## src/rtl/alloc_pkg.sv

```systemverilog
// Shared sizing and types for the entry allocator slice.
package alloc_pkg;

   localparam int ENTRY_COUNT = 64;
   localparam int IDX_W       = $clog2(ENTRY_COUNT);

   typedef logic [IDX_W-1:0]       entry_idx_t;
   typedef logic [ENTRY_COUNT-1:0] busy_vec_t;

endpackage

```

## src/rtl/priority_encoder.sv

```systemverilog
// Lowest-free-index finder: returns the lowest index whose busy bit is 0.
module priority_encoder #(
   parameter int WIDTH = 64
) (
   input  logic [WIDTH-1:0]         busy,
   output logic [$clog2(WIDTH)-1:0] index,
   output logic                     valid
);

   localparam int IDX_W = $clog2(WIDTH);

   // NOTE: every output gets a default before the loop so no path leaves a latch.
   always_comb begin
      index = '0;
      valid = 1'b0;
      // Scan downward so the lowest free entry is the last one written.
      for (int i = WIDTH - 1; i >= 0; i--) begin
         if (!busy[IDX_W'(i)]) begin
            index = IDX_W'(i);
            valid = 1'b1;
         end
      end
   end

endmodule

```

## src/rtl/rr_arbiter.sv

```systemverilog
// Round-robin pick: first requester at or after ptr, wrapping modulo NUM_REQ.
module rr_arbiter #(
   parameter int NUM_REQ = 4
) (
   input  logic [NUM_REQ-1:0]         req,
   input  logic [$clog2(NUM_REQ)-1:0] ptr,
   output logic [$clog2(NUM_REQ)-1:0] winner,
   output logic                       valid
);

   localparam int PTR_W = $clog2(NUM_REQ);

   int                 slot;
   logic [PTR_W-1:0]   slot_idx;

   always_comb begin
      winner   = '0;
      valid    = 1'b0;
      slot     = 0;
      slot_idx = '0;
      // Walk offsets from far to near so the nearest requester to ptr wins.
      for (int off = NUM_REQ - 1; off >= 0; off--) begin
         slot = int'(ptr) + off;
         if (slot >= NUM_REQ) slot = slot - NUM_REQ;
         slot_idx = PTR_W'(slot);
         if (req[slot_idx]) begin
            winner = slot_idx;
            valid  = 1'b1;
         end
      end
   end

endmodule

```

## src/rtl/entry_allocator.sv

```systemverilog
// Busy-table allocator: round-robin single-entry grants, releases, flush.
module entry_allocator #(
   parameter int ENTRY_COUNT = alloc_pkg::ENTRY_COUNT,
   parameter int NUM_REQ     = 4,
   localparam int IDX_W      = $clog2(ENTRY_COUNT)
) (
   input  logic               clk,
   input  logic               rst_n,
   input  logic [NUM_REQ-1:0] req,
   output logic [NUM_REQ-1:0] gnt,
   output logic [IDX_W-1:0]   alloc_index,
   input  logic               rel_valid,
   input  logic [IDX_W-1:0]   rel_index,
   input  logic               flush,
   output logic               full,
   output logic [IDX_W:0]     free_count,
   output logic               rel_err
);

   localparam int PTR_W = $clog2(NUM_REQ);
   localparam int CNT_W = IDX_W + 1;

   logic [ENTRY_COUNT-1:0] busy;
   logic [ENTRY_COUNT-1:0] busy_nxt;
   logic [PTR_W-1:0]       rr_ptr;
   logic [PTR_W-1:0]       rr_ptr_nxt;
   logic [IDX_W-1:0]       free_index;
   logic                   free_valid;
   logic [PTR_W-1:0]       winner;
   logic                   any_req;
   logic                   grant;
   logic                   rel_legal;
   logic [CNT_W-1:0]       free_count_nxt;

   priority_encoder #(.WIDTH(ENTRY_COUNT)) u_free_finder (
      .busy  (busy),
      .index (free_index),
      .valid (free_valid)
   );

   rr_arbiter #(.NUM_REQ(NUM_REQ)) u_rr_arbiter (
      .req    (req),
      .ptr    (rr_ptr),
      .winner (winner),
      .valid  (any_req)
   );

   // Grant is gated by reset too, so nothing is handed out in a reset cycle.
   assign grant       = rst_n & ~flush & free_valid & any_req;
   assign gnt         = grant ? (NUM_REQ'(1) << winner) : '0;
   assign alloc_index = free_index;
   assign full        = rst_n & ~free_valid;
   assign rel_legal   = rel_valid & busy[rel_index];
   assign rr_ptr_nxt  = (winner == PTR_W'(NUM_REQ - 1)) ? '0 : winner + 1'b1;

   // Grant and legal release never name the same entry: one is free, one busy.
   always_comb begin
      busy_nxt = busy;
      if (grant)     busy_nxt[free_index] = 1'b1;
      if (rel_legal) busy_nxt[rel_index]  = 1'b0;
   end

   assign free_count_nxt = free_count - CNT_W'(grant) + CNT_W'(rel_legal);

   // NOTE: busy is a flop vector, not a RAM, so it is cleared by reset like any register.
   always_ff @(posedge clk) begin
      if (!rst_n) begin
         busy       <= '0;
         rr_ptr     <= '0;
         free_count <= CNT_W'(ENTRY_COUNT);
         rel_err    <= 1'b0;
      end else if (flush) begin
         busy       <= '0;
         free_count <= CNT_W'(ENTRY_COUNT);
      end else begin
         busy       <= busy_nxt;
         free_count <= free_count_nxt;
         if (grant)                  rr_ptr  <= rr_ptr_nxt;
         if (rel_valid & ~rel_legal) rel_err <= 1'b1;
      end
   end

endmodule

```

## config.mk

```make
export PLATFORM = sky130hd
export DESIGN_NAME = entry_allocator
export DESIGN_NICKNAME = d
export VERILOG_FILES = /design/src/rtl/alloc_pkg.sv /design/src/rtl/priority_encoder.sv /design/src/rtl/rr_arbiter.sv /design/src/rtl/entry_allocator.sv
export SDC_FILE = /design/constraint.sdc
export NUM_CORES = 1
export LEC_CHECK = 0
export BUFFER_PORTS_ARGS = -buffer_cell sky130_fd_sc_hd__buf_2
export CAP_MARGIN = 40
export CORE_MARGIN = 5
export CORE_UTILIZATION = 49
export CTS_CLUSTER_SIZE = 24
export DETAILED_ROUTE_END_ITERATION = 10
export PLACE_DENSITY = 0.71
export SYNTH_ARGS = -nofsm -noshare
export SYNTH_HDL_FRONTEND = slang
export SYNTH_HIERARCHICAL = 1
export SYNTH_SLANG_ARGS = --single-unit
export TNS_END_PERCENT = 10
```

## constraint.sdc

```tcl
create_clock -name clk -period 4.45 [get_ports clk]
set_input_delay 0.2225 -clock clk [delete_from_list [all_inputs] [get_ports clk]]
set_output_delay 0.2225 -clock clk [all_outputs]
set_load 0.02 [all_outputs]
```

==> results.json, run 1 <==
{
  "worstPathRequired_ps": 4710,
  "synth-async-reset-ratio_pct": 0,
  "synth.distinct_cells": 67,
  "dieHeight_um": 105,
  "drv_slew": 0,
  "synthTopCellsByArea": "dfxtp_1 34%, a21oi_1 7.2%, a311oi_1 6.4%",
  "hp-class": "in -> reg",
  "drive_gt1_share_pct": 15.1,
  "cap_viol_max_count": 0,
  "fmax_mhz": 265,
  "p_comb_share_pct": 13.7,
  "gr-total-overflow": 0,
  "syn-cell-area_um2": 4400,
  "clockPowerShare_pct": 34.1,
  "synth_seq_cells": 74,
  "vdd_drop_max_mv": 0.201,
  "clk_latency_ps": 360,
  "cp_max_fo": 6,
  "placed_cells": 644,
  "finalCritPeriodShare_pct": 84.9,
  "worstSetupPathType": "reg -> reg",
  "drt-pass1-iter-count": 5,
  "p_int_mw": 0.923,
  "min_period_ps": 3780,
  "drcViolationCount": 0,
  "synth_top_area_share_pct": 33.7,
  "synth.largest_area_cell": "dfxtp_1",
  "p_switching_mw": 0.371,
  "h-tree-depth": 3,
  "reg2reg_depth": 17,
  "syn_avg_cell_area_um2": 8.39,
  "synth_commonest_cells": "74 x dfxtp_1, 63 x a21oi_1, 37 x nor2_1",
  "detail-route-antenna-nets": 0,
  "ys_warn_count": 6,
  "syn_nets": 550,
  "fin_ws_ps": 671,
  "cpLargestDelayFamily": "compound AO/OA/AOI/OAI gates",
  "grt_max_degree": 47,
  "maxSlewHeadroom_pct": 34.8,
  "wire_per_inst_um": 20.5,
  "crit_cells": 17,
  "area_growth_pct": 8.80,
  "vias": 4337,
  "p_leak_nw": 1.63,
  "setup_viol_count_final": 0,
  "switching_share_pct": 28.7,
  "numCtsBuffers": 9,
  "numPortBuffers": 30,
  "core_region_area_um2": 8720,
  "clk_pin_slew_worst_paths_ps": 80,
  "io_pins": 33,
  "sequentialPowerShare_pct": 52.2,
  "fin_worst_skew_ps": 8.36,
  "track_usage_pct": 23.9,
  "crit_slowest_cell": "mux4_2",
  "fin_tns_setup_ps": 0,
  "critPathLaunchType": "register",
  "yosysMostFrequentCell": "dfxtp_1",
  "grt_setup_unrepaired": "no",
  "rows": 34,
  "syn_inst": 524,
  "status": "completed",
  "end_kind": "register",
  "hpwl_um": 9340,
  "postCtsSetupBuffers": 0,
  "dp_slack_ps": 407,
  "die-area_um2": 11000,
  "ys_seq_area_share_pct": 33.7,
  "drtIter0Drc": 545,
  "start_util_pct": 50.4,
  "cts.sinks": 74,
  "path_cells": "mux2i_1 -> mux4_2 -> a2111oi_4 -> a2111oi_2 -> nand4_2 -> nand2_1 -> ha_1 -> inv_1 -> ha_1 -> inv_1 -> fa_1 -> nor2b_1 -> o21ai_0 -> a21oi_1 -> o21ai_0 -> a21o_1 -> a21o_1",
  "power.density_nw_per_um2": 271,
  "utilization_pct": 54.8,
  "crit_arrival_ps": 4040,
  "critPathBufInv": 2,
  "max_slew.worst_pin.slew_ps": 979,
  "fp.dieW_um": 105,
  "root_buffer": "clkbuf_8",
  "instances_no_fill": 659,
  "cts_tree": "yes",
  "post_cts_resized": 0,
  "hold_violations": 0,
  "dominantRegCellSynth": "dfxtp_1",
  "cpPeakStageDelay_ps": 520,
  "nets": 573,
  "antenna_cells": 0,
  "whs_path_depth": 3,
  "grt_pass1_wl_um": 21300,
  "grt_pass1_vias": 4011,
  "drt_wl_total_um": 13500,
  "routed_via_density": 6.58,
  "clockBufferDepth": 2,
  "synth-edff-count": 0,
  "antenna_found_initial": 0,
  "hold_buffers": 0,
  "routabilityCongestion": 0.953
}
==> layout by cell type, fill, tap and decap left out, types with 5 or more instances in the layout <==
master / instances
buf_2: 31
a311oi_1: 32
inv_1: 20
mux4_2: 5
o21ai_0: 18
a31oi_1: 19
a21o_1: 7
nand3b_1: 6
buf_4: 17
and2_1: 6
nor2b_1: 12
nand2b_1: 8
dfxtp_1: 74
a211oi_1: 20
nor3b_1: 9
nor2_1: 37
clkbuf_8: 9
nand4_1: 6
a21oi_1: 63
mux2i_1: 8
and3_1: 8
ha_1: 11
nand3_1: 8
nor3_1: 17
nand2_1: 36
==> kinds of logic (layout without fill, tap and decap cells) <==
group | count (synthesis) | after routing | share of synthesized area, %
compound gates | 186 | 186 | 28.8
simple gates | 173 | 173 | 21.1
flops | 74 | 74 | 33.7
buf+inv | 58 | 85 | 6.89
mux | 16 | 16 | 5.15
fa+ha+maj | 12 | 12 | 3.59
xor+xnor | 3 | 3 | 0.598
other cells | 2 | 2 | 0.171
==> state kept, by name, indices dropped and copies added, names as in the netlist <==
signal	flops
busy	64
free_count	7
rel_err	1
rr_ptr	2
==> worst min-delay path, cell delays in order <==
cell and delay, ps:
buf_2 130, nand2_1 60, o21ai_1 60
==> layer usage <==
layer  wire, um  GRT usage [%]  part of all wire, %
met5          0              0                    0
met4        556           10.2                  4.1
met3       1260           6.60                  9.3
met2       6100           37.0                   45
met1       5580           31.4                   41
==> through the flow <==
stage	area (um^2)	hold slack [ps]	total power, mW
CTS	4780	157	1.29
finish	4780	155	1.29
floorplan	4400	341	0.828
global placement	4590	437	0.856
global route	4780	162	1.35
detailed placement	4630	448	0.864
==> power groups by stage <==
stage	logic [mW]	registers, mW	clock network, mW
after floorplan	0.129	0.699	0
after global placement	0.165	0.691	0
after detailed placement	0.173	0.691	0
after CTS	0.174	0.676	0.445
after global routing	0.195	0.677	0.477
final	0.177	0.675	0.442
==> path summary, 6_finish.rpt <==
path              startpoint             to  slack, ps
hold reg to reg      rel_err        rel_err        450
setup reg to reg     busy[7]  free_count[6]        670
hold / removal         rst_n        rel_err        160
setup / recovery     busy[7]  free_count[6]        670
==> area by class of cell <==
class | instances | area (um^2)
Clock inverter | 4 | 20.0
Sequential cell | 74 | 1480
Clock buffer | 11 | 131
Tap cell | 108 | 135
Inverter | 21 | 78.8
Fill cell | 822 | 3940
Multi-Input combinational cell | 392 | 2630
Timing Repair Buffer | 49 | 310
Power figures use the tool's default switching activity.
==> inputs of run 2 (changes only) <==
==> constraint.sdc (replaced) <==
create_clock -name clk -period 3.55 [get_ports clk]
set_input_delay 0.1775 -clock clk [delete_from_list [all_inputs] [get_ports clk]]
set_output_delay 0.1775 -clock clk [all_outputs]
set_load 0.02 [all_outputs]
==> run 2 against run 1 <==
  * Via count up 3.9%
  * Worst hold slack worse by 26 ps
  * Largest power group is now clock
  * Utilization up 4.9 points
  * First-iteration DRC count down 44%
  * Die area unchanged
  * Fmax up 12%
  * Setup slack worse by 490 ps
  * Critical endpoint unchanged
  * Flip-flop and latch count unchanged
  * Sequential share of layout area down 2.3 points
  * Largest cell class unchanged
  * Critical path depth unchanged
==> results.json, run 2 (synthesized netlist as in run 1, its figures left out) <==
{
  "status": "completed",
  "final_cell_mix": "68 x dfxtp_1, 62 x a21oi_1, 44 x buf_4, 37 x nor2_1, 35 x nand2_1",
  "h-tree-depth": 3,
  "drcViolationCount": 0,
  "finalCritPeriodShare_pct": 95.0,
  "reg_top3": "busy x64, free_count x7, rr_ptr x2",
  "clk_pin_slew_worst_paths_ps": 80,
  "fmax_mhz": 297,
  "power.density_nw_per_um2": 386,
  "hold_buffers": 0,
  "dp_slack_ps": -21.3,
  "hp-class": "in -> reg",
  "nets": 600,
  "gr-total-overflow": 0,
  "numCtsBuffers": 9,
  "numPortBuffers": 30,
  "critPathLaunchType": "register",
  "largest_reg_flops": 64,
  "cap_viol_max_count": 0,
  "final_common_cell": "dfxtp_1",
  "vias": 4504,
  "detail-route-antenna-nets": 0,
  "routabilityCongestion": 0.996,
  "drtIter0Drc": 304,
  "grt_pass1_wl_um": 22700,
  "maxSlewHeadroom_pct": 38.9,
  "worstSetupPathType": "reg -> reg",
  "vdd_drop_max_mv": 0.228,
  "worstPathRequired_ps": 3810,
  "drt_wl_total_um": 14500,
  "antenna_cells": 0,
  "crit_arrival_ps": 3630,
  "track_usage_pct": 25.6,
  "clockBufferDepth": 2,
  "fin_ws_ps": 178,
  "instances_no_fill": 687,
  "clk_latency_ps": 350,
  "routed_via_density": 6.56,
  "drv_slew": 0,
  "io_pins": 33,
  "largest_register": "busy",
  "min_period_ps": 3370,
  "hold_violations": 0,
  "cts.sinks": 74,
  "root_buffer": "clkbuf_8",
  "die-area_um2": 11000,
  "dieHeight_um": 105,
  "fin_worst_skew_ps": 11.0,
  "fp.dieW_um": 105,
  "rows": 34,
  "cts_tree": "yes",
  "cp_max_fo": 5,
  "drt-pass1-iter-count": 5,
  "whs_ps": 129,
  "antenna_found_initial": 0,
  "hpwl_um": 10100,
  "area_growth_pct": 18.6,
  "end_kind": "register",
  "fin_tns_setup_ps": 0,
  "core_region_area_um2": 8720,
  "grt_max_degree": 47,
  "wire_per_inst_um": 21.1,
  "setup_viol_count_final": 0,
  "grt_pass1_vias": 4229,
  "p_leak_nw": 1.84,
  "placed_cells": 670,
  "max_slew.worst_pin.slew_ps": 912,
  "start_util_pct": 50.4,
  "drive_gt1_share_pct": 22.3
}
[run 2: what timing repair did]
action                                  4_1_cts  5_1_grt
endpoints found under the setup margin        0        1
resized for setup                             0        9
setup buffers                                 0        1
endpoints found under the hold margin         0        0
[run 2: per-stage QoR]
| step | util [%] | total power [mW] | cell area (um^2) |
|---|---|---|---|
| 2_1_floorplan | - | 1.05 | 4450 |
| 3_3_place_gp | 55.5 | 1.10 | 4840 |
| 3_5_place_dp | 56.0 | 1.11 | 4890 |
| 4_1_cts | 59.3 | 2.02 | 5170 |
| 5_1_grt | 59.8 | 2.08 | 5210 |
| 6_report | 59.8 | 2.01 | 5210 |
[run 2: path summary, 6_finish.rpt]
path	end	cells after the start	slack [ps]	start
hold reg to reg	rel_err	2	450	rel_err
setup reg to reg	free_count[6]	17	180	busy[21]
hold / removal	busy[16]	4	130	flush
setup / recovery	free_count[6]	17	180	busy[21]
[run 2: cell type report]
| cell class | instances | area, um^2 |
|---|---|---|
| multi-input cells | 392 | 2700 |
| repair buffers | 76 | 520 |
| flip-flops and latches | 74 | 1490 |
| clock buffers | 12 | 165 |
| clock inverters | 4 | 120 |
| fillers | 781 | 3510 |
| well taps | 108 | 135 |
| inverters | 21 | 78.8 |
[run 2: power breakdown]
group	internal, mW	switching [mW]
sequential	0.837	0.00780
combinational	0.0887	0.160
clock	0.596	0.322
[run 2: per-layer routing]
layer | global-route usage, % | wire, um
met1 | 34.1 | 6030
met2 | 40.2 | 6800
met3 | 6.41 | 1210
met4 | 9.32 | 428
met5 | 0 | 0
[run 2: critical path, cell delays in order, from the launching register on]
cell and delay, ps:
dfxtp_1 360, mux4_2 480, and3_1 200, a31oi_2 180, o211a_1 190, nand4_2 150
nand2_4 130, ha_4 200, inv_2 60, ha_4 120, inv_2 40, fa_2 350
nor2b_2 140, o21ai_1 120, a21oi_2 150, o21ai_1 100, a21o_1 160, a21o_1 140
==> inputs of run 3 (changes only) <==
--- a/config.mk
+++ b/config.mk
@@ -7,13 +7,12 @@
 export LEC_CHECK = 0
 export BUFFER_PORTS_ARGS = -buffer_cell sky130_fd_sc_hd__buf_2
 export CAP_MARGIN = 40
-export CORE_MARGIN = 5
+export CORE_MARGIN = 2
 export CORE_UTILIZATION = 49
 export CTS_CLUSTER_SIZE = 24
 export DETAILED_ROUTE_END_ITERATION = 10
 export PLACE_DENSITY = 0.71
 export SYNTH_ARGS = -nofsm -noshare
 export SYNTH_HDL_FRONTEND = slang
-export SYNTH_HIERARCHICAL = 1
 export SYNTH_SLANG_ARGS = --single-unit
 export TNS_END_PERCENT = 10
==> run 3 against run 2 <==
  * Critical path type unchanged
  * Synthesized area shrank 4.4%
  * Non-clock buffer count fell by 15
  * Global-route usage rose by 0.29 points
==> results.json, run 3 <==
{
  "status": "completed",
  "vias": 4026,
  "synth_top_area_share_pct": 35.3,
  "p_int_mw": 1.23,
  "placedInstanceArea_um2": 4550,
  "reg_top3": "busy x64, free_count x7, rr_ptr x2",
  "fillers": 752,
  "min_period_ps": 3430,
  "sequentialPowerShare_pct": 49.7,
  "synth-xor-area-share_pct": 0.625,
  "syn_inst": 495,
  "synth-adder-area-share_pct": 3.75,
  "p_comb_share_pct": 14.5,
  "core_region_area_um2": 8260,
  "end_kind": "register",
  "h-tree-depth": 3,
  "synth_top_family_by_area": "compound AO/OA/AOI/OAI gates",
  "clockBufferDepth": 2,
  "syn-cell-area_um2": 4200,
  "dp_slack_ps": -46.3,
  "hold_violations": 0,
  "dieHeight_um": 96.6,
  "cp_max_fo": 2,
  "routed_via_density": 6.31,
  "numPortBuffers": 30,
  "hpwl_um": 8450,
  "antenna_cells": 0,
  "routabilityCongestion": 0.896,
  "grt_pass1_wl_um": 19900,
  "rrSetupSlack_ps": 120,
  "synth-edff-count": 0,
  "synth.distinct_cells": 66,
  "clk_latency_ps": 350,
  "root_buffer": "clkbuf_8",
  "gr-total-overflow": 0,
  "fp.dieW_um": 96.6,
  "p_switching_mw": 0.494,
  "switching_share_pct": 28.7,
  "drv_slew": 0,
  "critPathLaunchType": "register",
  "numCtsBuffers": 9,
  "grt_pass1_vias": 3946,
  "power_mw": 1.72,
  "largest_register": "busy",
  "finalCritPeriodShare_pct": 96.5,
  "synth.largest_area_cell": "dfxtp_1",
  "vdd_drop_max_mv": 0.211,
  "nets": 554,
  "clockPowerShare_pct": 35.8,
  "yosys.area_share.simple_pct": 18.9,
  "drt-pass1-iter-count": 6,
  "p_leak_nw": 1.73,
  "largest_reg_flops": 64,
  "crit_arrival_ps": 3680,
  "fin_worst_skew_ps": 8.12,
  "drcViolationCount": 0,
  "ys_seq_area_share_pct": 35.3,
  "start_util_pct": 50.9,
  "ys_warn_count": 0,
  "drive_gt1_share_pct": 19.5,
  "wire_per_inst_um": 18.5,
  "rows": 33,
  "hp-class": "in -> reg",
  "io_pins": 33,
  "design_area_um2": 4740,
  "area_growth_pct": 12.8,
  "clk_pin_slew_worst_paths_ps": 80,
  "track_usage_pct": 25.9,
  "drtIter0Drc": 311,
  "final_common_cell": "dfxtp_1",
  "setup_viol_count_final": 0,
  "yosysMostFrequentCell": "dfxtp_1",
  "antenna_found_initial": 0,
  "synth_compound_area_share_pct": 26.3,
  "power.density_nw_per_um2": 363,
  "cap_viol_max_count": 0,
  "synthTopCellsByArea": "dfxtp_1 35%, a31oi_1 9.4%, nand2_1 5.5%",
  "drt_wl_total_um": 11800,
  "grt_setup_unrepaired": "no",
  "grt_max_degree": 39,
  "synth_commonest_cells": "74 x dfxtp_1, 63 x a31oi_1, 62 x nand2_1",
  "detail-route-antenna-nets": 0,
  "final_cell_mix": "74 x dfxtp_1, 63 x a31oi_1, 62 x nand2_1, 30 x buf_2, 30 x buf_4",
  "max_slew.worst_pin.slew_ps": 864,
  "dominantRegCellSynth": "dfxtp_1",
  "synth-async-reset-ratio_pct": 0,
  "maxSlewHeadroom_pct": 42.0,
  "cts.sinks": 74,
  "fin_ws_ps": 124,
  "worstPathRequired_ps": 3810,
  "muxShareOfSynthArea_pct": 8.55,
  "worstSetupPathType": "reg -> reg",
  "fin_tns_setup_ps": 0,
  "cts_tree": "yes",
  "synth_seq_cells": 74,
  "syn_avg_cell_area_um2": 8.49,
  "die-area_um2": 9330,
  "fmax_mhz": 292
}
[run 3: worst max-delay path, stage by stage, from the launching register on]
cell and delay (ps):
dfxtp_1 340, mux4_2 480, mux2i_2 210, o32ai_1 140, a41oi_2 240, nand3_2 110, nand2_1 90, ha_1 230
inv_1 60, ha_1 160, inv_1 60, fa_1 400, nor2b_2 150, o21ai_1 100, a21oi_2 160, o21ai_1 90
a21o_1 180, a21o_1 140
[run 3: worst paths after layout]
check            from  cells after the start            end
min             rst_n                      2        rel_err
max reg2reg  busy[23]                     17  free_count[6]
max          busy[23]                     17  free_count[6]
min reg2reg  busy[40]                      2       busy[40]
[run 3: cells by family (layout without fill, tap and decap cells)]
logic type / after synthesis / count (layout)
XOR/XNOR: 3 / 3
AO/OA/AOI/OAI: 158 / 158
multiplexers: 23 / 23
AND/OR/NAND/NOR: 160 / 160
flip-flops: 74 / 74
other: 1 / 2
buffers and inverters: 64 / 101
adder cells (fa/ha/maj): 12 / 12
[run 3: layer usage]
metal | track usage, % | wire length (um) | part of all wire, %
met5 | 0 | 0 | 0
met4 | 8.99 | 199 | 1.7
met3 | 4.12 | 841 | 7.1
met2 | 41.3 | 5650 | 48
met1 | 35.7 | 5130 | 43
[run 3: timing repair]
item                       4_1_cts  5_1_grt
resized for setup                0        5
hold buffers                     0        0
setup endpoints to repair        0        1
setup buffers                    0        0
[run 3: power groups by stage]
stage	Clock, mW	Sequential [mW]	Combinational, mW
after floorplan	0	0.886	0.165
after global placement	0	0.874	0.235
after detailed placement	0	0.875	0.243
after CTS	0.620	0.855	0.244
after global routing	0.657	0.858	0.277
final	0.616	0.855	0.249
[run 3: stage by stage]
stage | instances | hold WS, ps | util [%]
global route | 638 | 102 | 57.4
floorplan | 496 | 300 | -
global placement | 620 | 417 | 54.9
finish | 638 | 104 | 57.4
CTS | 638 | 94.6 | 57.3
detailed placement | 622 | 422 | 55.1
[run 3: cell type report]
| cell class | count | area [um^2] | area share [%] |
|---|---|---|---|
| repair buffers | 61 | 395 | 8.34 |
| clock inverters | 4 | 26.3 | 0.554 |
| clock buffers | 12 | 155 | 3.27 |
| well taps | 105 | 131 | 2.77 |
| flip-flops and latches | 74 | 1480 | 31.2 |
| inverters | 24 | 90.1 | 1.90 |
| multi-input cells | 358 | 2460 | 51.9 |
